### config.mk
export PLATFORM = sky130hd
export DESIGN_NAME = mem_arbiter
export DESIGN_NICKNAME = d
export VERILOG_FILES = /design/src/rtl/mem_arbiter.sv
export SDC_FILE = /design/constraint.sdc
export NUM_CORES = 1
export LEC_CHECK = 0
export BUFFER_PORTS_ARGS = -buffer_cell sky130_fd_sc_hd__buf_4
export CAP_MARGIN = 20
export CELL_PAD_IN_SITES_DETAIL_PLACEMENT = 2
export CELL_PAD_IN_SITES_GLOBAL_PLACEMENT = 2
export CORE_ASPECT_RATIO = 1.25
export CORE_MARGIN = 4
export CORE_UTILIZATION = 25
export CTS_BUF_LIST = sky130_fd_sc_hd__clkbuf_16
export CTS_CLUSTER_DIAMETER = 30
export DETAILED_ROUTE_END_ITERATION = 8
export PLACE_DENSITY = 0.77
export SYNTH_ARGS = -nofsm -noshare
export SYNTH_HDL_FRONTEND = slang
export SYNTH_SLANG_ARGS = --single-unit
export TNS_END_PERCENT = 10
### constraint.sdc
create_clock -name clk -period 2.34 [get_ports clk]
set_clock_uncertainty 0.05 [all_clocks]
set_input_delay 0.234 -clock clk [delete_from_list [all_inputs] [get_ports clk]]
set_output_delay 0.234 -clock clk [all_outputs]
set_load 0.02 [all_outputs]
### src/rtl/mem_arbiter.sv
// mem_arbiter: shares one 64-bit memory port between the instruction-fetch
// and data-access ports of the pipeline. Each access runs IDLE -> ISSUE -> WAIT.
// In ISSUE, mem_cs is high for one cycle. WAIT ends on mem_ready or on a bus timeout.
// Arbitration gives fixed priority to data, and a starvation counter lets
// imem win after STARVE_LIMIT consecutive losses.
// Define MEM_ARB_RR_EN to use round-robin arbitration between the two ports instead.
module mem_arbiter #(
   parameter int ADDR_W         = 64,
   parameter int DATA_W         = 64,
   parameter int STARVE_LIMIT   = 4,
   parameter int TIMEOUT_CYCLES = 16
) (
   input  logic              clk,
   input  logic              rst,
   input  logic              i_req,
   input  logic [ADDR_W-1:0] i_addr,
   output logic [DATA_W-1:0] i_rdata,
   output logic              i_ack,
   output logic              i_err,
   input  logic              d_req,
   input  logic              d_we,
   input  logic [ADDR_W-1:0] d_addr,
   input  logic [DATA_W-1:0] d_wdata,
   output logic [DATA_W-1:0] d_rdata,
   output logic              d_ack,
   output logic              d_err,
   output logic              mem_cs,
   output logic              mem_we,
   output logic [ADDR_W-1:0] mem_addr,
   output logic [DATA_W-1:0] mem_wdata,
   input  logic [DATA_W-1:0] mem_rdata,
   input  logic              mem_ready
);

   localparam int TW = (TIMEOUT_CYCLES > 2) ? $clog2(TIMEOUT_CYCLES) : 1;

   typedef enum logic [1:0] {IDLE = 2'd0, ISSUE = 2'd1, WAIT = 2'd2} state_t;

   state_t            state, state_nxt;
   logic              owner_d;     // 1 = current access belongs to the data port
   logic              lat_we;
   logic [ADDR_W-1:0] lat_addr;
   logic [DATA_W-1:0] lat_wdata;
   logic [TW-1:0]     tcnt;
   logic              any_req;
   logic              grant_d;
   logic              timeout_hit;

`ifdef MEM_ARB_RR_EN
   logic              rr_last_i;   // 1 = imem was served most recently

   // Round-robin choice: when both request, the port not served last wins
   always_comb begin
      any_req = i_req | d_req;
      grant_d = d_req & (~i_req | rr_last_i);
   end

   // Pointer tracks the port granted most recently
   always_ff @(posedge clk) begin
      if (rst)
         rr_last_i <= 1'b1;
      else if (state == IDLE && any_req)
         rr_last_i <= ~grant_d;
   end
`else
   logic [3:0]        starve_cnt;

   // Fixed data priority, overridden once imem has lost STARVE_LIMIT times in a row
   always_comb begin
      any_req = i_req | d_req;
      grant_d = d_req & (~i_req | (starve_cnt != 4'(STARVE_LIMIT)));
   end

   // Count imem losses; clear when imem wins or is not asking
   always_ff @(posedge clk) begin
      if (rst)
         starve_cnt <= '0;
      else if (state == IDLE) begin
         if (!i_req || !grant_d)
            starve_cnt <= '0;
         else if (starve_cnt != 4'(STARVE_LIMIT))
            starve_cnt <= starve_cnt + 4'd1;
      end
   end
`endif

   assign timeout_hit = (tcnt == TW'(TIMEOUT_CYCLES - 1));

   // Next-state logic for the access sequencer
   always_comb begin
      state_nxt = state;
      case (state)
         IDLE:    if (any_req) state_nxt = ISSUE;
         ISSUE:   state_nxt = WAIT;
         WAIT:    if (mem_ready || timeout_hit) state_nxt = IDLE;
         default: state_nxt = IDLE;
      endcase
   end

   // State register
   always_ff @(posedge clk) begin
      if (rst)
         state <= IDLE;
      else
         state <= state_nxt;
   end

   // Capture the winner's request at grant; it is not re-sampled mid-access
   always_ff @(posedge clk) begin
      if (rst) begin
         owner_d   <= 1'b0;
         lat_we    <= 1'b0;
         lat_addr  <= '0;
         lat_wdata <= '0;
      end else if (state == IDLE && any_req) begin
         owner_d  <= grant_d;
         lat_we   <= grant_d & d_we;
         lat_addr <= grant_d ? d_addr : i_addr;
         if (grant_d)
            lat_wdata <= d_wdata;
      end
   end

   // Count WAIT cycles without mem_ready; restarted on every issue
   always_ff @(posedge clk) begin
      if (rst)
         tcnt <= '0;
      else if (state == ISSUE)
         tcnt <= '0;
      else if (state == WAIT && !mem_ready && !timeout_hit)
         tcnt <= tcnt + TW'(1);
   end

   // Completion: one-cycle ack/err pulses and read data returned to the owner
   always_ff @(posedge clk) begin
      if (rst) begin
         i_ack   <= 1'b0;
         i_err   <= 1'b0;
         d_ack   <= 1'b0;
         d_err   <= 1'b0;
         i_rdata <= '0;
         d_rdata <= '0;
      end else begin
         i_ack <= 1'b0;
         i_err <= 1'b0;
         d_ack <= 1'b0;
         d_err <= 1'b0;
         if (state == WAIT) begin
            if (mem_ready) begin
               if (owner_d) begin
                  d_ack <= 1'b1;
                  if (!lat_we)
                     d_rdata <= mem_rdata;
               end else begin
                  i_ack   <= 1'b1;
                  i_rdata <= mem_rdata;
               end
            end else if (timeout_hit) begin
               if (owner_d) begin
                  d_ack   <= 1'b1;
                  d_err   <= 1'b1;
                  d_rdata <= '0;
               end else begin
                  i_ack   <= 1'b1;
                  i_err   <= 1'b1;
                  i_rdata <= '0;
               end
            end
         end
      end
   end

   // Memory port: select only in ISSUE, address/data held from the latch
   always_comb begin
      mem_cs    = (state == ISSUE);
      mem_we    = (state == ISSUE) & lat_we;
      mem_addr  = lat_addr;
      mem_wdata = lat_wdata;
   end

endmodule
Yosys cells after proc, flatten, opt, wreduce, memory -nomap -nowiden
Cells that the tools add are included.
{"block": "totals", "out_inout_bits": 262, "inputBits": 262, "wordCells": 71, "regBits": 272}
{"block": "op_classes", "n_eq_ne": 7, "n_mux": 21, "n_bitwise": 8, "n_reduce_logical": 20, "n_addsub": 2}
{"op": "2-to-1 mux 64 bit", "n": 10}
{"op": "adder 4 x 1 -> 4 bit, second input constant", "n": 2}
{"op": "2-to-1 mux 4 bit", "n": 2}
{"op": "2-to-1 mux 1 bit", "n": 6}
{"op": "inequality test 2 bit, second input constant", "n": 3}
{"op": "case mux 2 bit (3 select lines)", "n": 1}
{"op": "AND reduction 2 bit", "n": 3}
{"op": "== test 4 bit, second input constant", "n": 1}
{"op": "zero test 1 bit", "n": 4}
{"op": "2-to-1 mux 2 bit", "n": 2}
{"op": "inequality test 4 x 3 -> 1 bit, second input constant", "n": 1}
{"op": "AND reduction 4 bit", "n": 1}
{"op": "nonzero test 2 bit", "n": 2}
{"op": "OR reduction 2 bit", "n": 2}
{"op": "bitwise AND 1 bit", "n": 3}
{"op": "logical AND 1 bit", "n": 3}
{"op": "inverter 1 bit", "n": 3}
{"op": "AND reduction 3 bit", "n": 1}
{"op": "OR reduction 3 bit", "n": 1}
{"op": "== test 2 x 1 -> 1 bit, second input constant", "n": 1}
{"op": "== test 2 bit, second input constant", "n": 1}
{"op": "zero test 2 bit", "n": 1}
{"op": "logical OR 1 bit", "n": 2}
{"op": "OR 1 bit", "n": 2}

Depth between registers and ports, before layout
{"block": "logic_depth", "depth_word": 7, "ltp_mapped": 7, "mapped_depth_nobuf": 5}

Worst setup path before layout
No wires, ideal clock.
{"block": "synth_timing", "kind": "reg-to-reg", "startpoint": "register tcnt[0]", "endpoint": "register d_rdata[34]", "required_time_ns": 2.147, "period_less_slack_ns": 2.046, "n_path_buf": 2, "arrival_ns": 1.853, "slack_ns": 0.294, "stages_incl_launch_ff": 7, "cell_sequence": "dfxtp_1 > ha_1 > a31oi_2 > buf_6 > a2111oi_4 > buf_6 > o32ai_2"}
{"block": "synth_between", "elab_chain_cells": 3}
{"element": "start, declared", "line_no": "44", "source": "logic [TW-1:0] tcnt;"}
{"element": "start signal, assigned", "line_no": "131", "source": "tcnt <= tcnt + TW'(1);"}
{"element": "== test 4 bit", "line_no": "87", "source": "assign timeout_hit = (tcnt == TW'(TIMEOUT_CYCLES - 1));"}
{"element": "nonzero test 2 bit (no line)"}
{"element": "AND reduction 4 bit (no line)"}
{"element": "end signal, assigned", "line_no": "153", "source": "d_rdata <= mem_rdata;"}
{"element": "end, declared", "line_no": "24", "source": "output logic [DATA_W-1:0] d_rdata,"}
No other way between the ends.
A chain may end at the register's enable or synchronous reset.

Final worst setup path
{"block": "layout_timing", "startpoint": "register starve_cnt[0]", "endpoint": "register lat_addr[44], in the netlist mem_addr[44]"}
{"block": "layout_between", "elab_chain_cells": 4}
{"element": "start, declared", "line_no": "66", "source": "logic [3:0] starve_cnt;"}
{"element": "start signal, assigned", "line_no": "82", "source": "starve_cnt <= starve_cnt + 4'd1;"}
{"element": "inequality test 4 x 3 -> 1 bit", "line_no": "71", "source": "grant_d = d_req & (~i_req | (starve_cnt != 4'(STARVE_LIMIT)));"}
{"element": "OR 1 bit", "line_no": "71"}
{"element": "bitwise AND 1 bit", "line_no": "71"}
{"element": "2-to-1 mux 64 bit", "line_no": "118", "source": "lat_addr <= grant_d ? d_addr : i_addr;"}
{"element": "end signal, assigned", "line_no": "118"}
{"element": "end, declared", "line_no": "42", "source": "logic [ADDR_W-1:0] lat_addr;"}
No other way between the ends.

==> summary.md <==
| Metric | Value |
|---|---|
| Violated checks | `setup timing` |
| Number of core rows | `86` |
| Warnings from Yosys | `0` |
| Average routed wire per standard cell | `32.2 um` |
| I/O Pins | `524` |
| Clock-pin slew of the registers on the worst-case setup and hold paths | `0.05 ns` |
| Vias | `15600` |
| Final period util | `111%` |
| Weighted congestion reported at the end of routability-driven placement | `0.810` |
| CTS tree | `built` |
| Total number of clock tree sinks | `272` |
| Synthesized netlist cell count | `1350` |
| Syn_nets | `1615` |
| Die Height | `245 um` |
| Synthesized area per cell | `8.33 sq um` |
| Cell type of the slowest stage on the worst timing path | `dlygate4sd3_1` |
| Detailed-router iteration count before antenna repair | `5` |
| Worst-Skew Late Latency | `0.60 ns` |
| Outcome | `finished with violations` |
| Max-slew violations | `0` |
| Clock H-tree levels | `3` |
| Maximum buffer depth of the clock tree | `3` |
| Overall overflow remaining after global route | `0` |
| Clock buffers created by TritonCTS | `74` |
| Number of hold-slack violations in the final timing report | `0` |
| Register area share after synthesis | `48.4%` |
| Initial antenna violation count | `26` |
| Number of fill cells | `4600` |
| Slew of the pin with the lowest slew margin | `0.974 ns` |
| Number of design-rule violations left by the first detailed-router iteration | `835` |
| Minimum clock period | `2.60 ns` |
| Sequence of cells on the critical path | `inv_1 > ha_2 > and4b_4 > buf_12 > o21ai_1 > a311oi_2 > dlygate4sd3_1` |
| Post-Syn Area | `0.0112 sq mm` |
| Global-route wire length before repair | `118000 um` |
| Max Fanout on Critical Path | `19` |
| Category of the most critical setup path | `register to register` |
| PortBufs | `523` |
| Total length of routed wires | `88300 um` |
| Layout Area Growth over Synthesis | `86.1%` |
| Max Clk Rate | `385 MHz` |
| Number of remaining DRC errors | `0` |
| Leak | `0.00856 uW` |
| Capturing element type of the critical path | `register` |
| Met3 track demand over resource in global routing | `8.70%` |
| Most used routing layer in global routing | `met2` |
| Vias in the first global route | `17400` |
| Die Outline Area | `0.0485 sq mm` |
| Met2 track demand over resource in global routing | `56.9%` |
| Fraction of final layout cells sized beyond drive strength 1 | `33.2%` |
| Final nets | `2351` |
| Worst path max stage delay | `0.65 ns` |
| Startpoint type of the worst setup path | `register` |
| Power per cell area | `859 mW/mm^2` |
| Final antenna-violating net count | `0` |
| WP data required | `2.82 ns` |
| Starting density of the core | `25.4%` |
| Global Route Usage Sum | `31.9%` |
| GRT met1 Usage | `30.3%` |
| Hold Worst Slack | `0.0469 ns` |
| Data arrival time of the critical path | `3.08 ns` |
| Estimated wirelength of the detail-placed design | `38900 um` |
| Setup violation total in the final timing report | `4` |
| Number of distinct library cell variants in the gate-level netlist after synthesis | `42` |
| Relative max-transition margin | `34.7%` |
| Core area | `0.0443 sq mm` |
| Post-DR vias/cell | `5.70` |
| Class of the tightest hold or removal check | `primary input to register` |
| Root buffer cell | `clkbuf_16` |
| Final TNS setup | `-0.442 ns` |
| Chip Width | `198 um` |
| Setup slack after layout | `-0.256 ns` |
| Max-cap viol count | `0` |
| Max IR drop VDD | `0.492 mV` |
| Post-synthesis sequential element count | `272` |
| Pin count of the biggest net entering global routing | `131` |
-- timing repair --
action | in CTS | in global routing
endpoints found under the setup margin | 0 | 6
hold buffers | 260 | 0
buffers inserted | 0 | 8
gates resized for setup | 0 | 15
endpoints found under the hold margin | 261 | 0
-- final timing paths --
check,startpoint,to,slack [ns],cells past startpoint
worst max-delay path,starve_cnt[0],mem_addr[44],-0.26,7
worst min-delay path,d_addr[15],mem_addr[15],0.05,3
worst max register to register,starve_cnt[0],mem_addr[44],-0.26,7
worst min register to register,d_rdata[31],d_rdata[31],0.41,2
-- cell type report --
type | instances | area, sq um | share of cell area [%]
antenna | 26 | 65.1 | 0.311
clock buffer | 75 | 1880 | 8.97
clock inverter | 57 | 458 | 2.19
inverter | 5 | 18.8 | 0.0897
multi-input combinational | 907 | 5160 | 24.7
sequential | 272 | 5450 | 26.0
tap | 572 | 716 | 3.42
timing repair buffer | 826 | 7190 | 34.3
-- state kept, by name (all words and copies together), names as in the netlist --
name        cells
mem_wdata      64
d_ack           1
i_err           1
state           2
d_err           1
mem_addr       64
owner_d         1
i_ack           1
tcnt            4
d_rdata        64
starve_cnt      4
lat_we          1
i_rdata        64
-- cell families (layout without fill, tap and decap cells) --
| logic type | after synthesis | after routing | share of synthesized area [%] |
|---|---|---|---|
| other | 0 | 26 | 0 |
| and+or+nand+nor | 370 | 371 | 15.6 |
| AOI/OAI and AO/OA | 533 | 533 | 29.3 |
| buffers and inverters | 172 | 963 | 6.40 |
| DFF | 272 | 272 | 48.4 |
| adders and majority gates | 3 | 3 | 0.334 |
-- worst max-delay path, delay by kind of cell, from the launching register on --
kind	cells	cell delay, ns
fa+ha+maj	1	0.24
simple gates	1	0.37
compound gates	2	0.56
flops	1	0.34
buf+inv	3	0.96
-- metal layers --
layer	vias up	wire length (um)
met2	950	45000
met3	451	6330
met4	2	8270
li1	6519	-
met1	7694	28700
met5	-	10
-- per-stage QoR --
stage,area [sq um],total power [uW],cells,util (%),worst slack [ns]
CTS,20600,17400,2699,46.4,0.0245
detailed placement,15600,7340,2307,35.3,0.323
finish,20900,18000,2740,47.2,-0.256
floorplan,11200,6180,1350,-,0.294
global route,20900,18500,2738,47.2,-0.424
global placement,15600,7270,2307,35.3,0.374
-- Yosys cell counts --
master,n,area share (%)
o221ai_1,1,0.078
a311oi_1,65,5.1
nor3_1,2,0.089
nor4_1,1,0.056
buf_6,7,0.70
o21ai_1,3,0.13
or4bb_1,1,0.10
nand3b_1,2,0.13
a211o_1,1,0.078
nand3_1,196,8.7
a31oi_1,2,0.11
nand4b_1,5,0.39
a32o_1,1,0.089
o22ai_1,1,0.056
ha_1,3,0.33
a41oi_1,1,0.078
or2_2,2,0.11
buf_1,8,0.27
o32ai_2,10,1.4
buf_2,17,0.76
a21oi_1,197,8.8
a31oi_2,1,0.11
nand2_1,136,4.5
or3b_2,2,0.16
nor2_1,6,0.20
a2111oi_0,2,0.16
nor2b_1,5,0.28
a2111oi_4,1,0.24
nor2_2,1,0.056
and4b_1,2,0.18
dfxtp_1,272,48
nor3b_1,4,0.27
nand4_1,3,0.17
o21ai_0,191,8.5
o32ai_1,54,4.2
and2_1,1,0.056
clkinv_1,1,0.033
clkbuf_1,135,4.5
and2_0,1,0.056
o311ai_0,1,0.078
a31o_2,1,0.078
inv_1,4,0.13
-- power breakdown --
group,internal (uW),leakage (uW),switching [uW]
Combinational,1210,0.00519,1730
Clock,6350,0.00115,3560
Sequential,4910,0.00222,219
Total,12500,0.00856,5510
-- placed cells by master (no fill, tap or decap), drive strengths merged, types with 7 or more instances in the layout --
cell type and n:
clkbuf 83, nor2 7, clkinvlp 11, buf 559, a311oi 65, dlygate4sd3 259
clkinv 30, dfxtp 272, nand3 196, o21ai 194, a21oi 197, nand2 136
inv 16, o32ai 64, diode 26
Power figures use the tool's default switching activity.
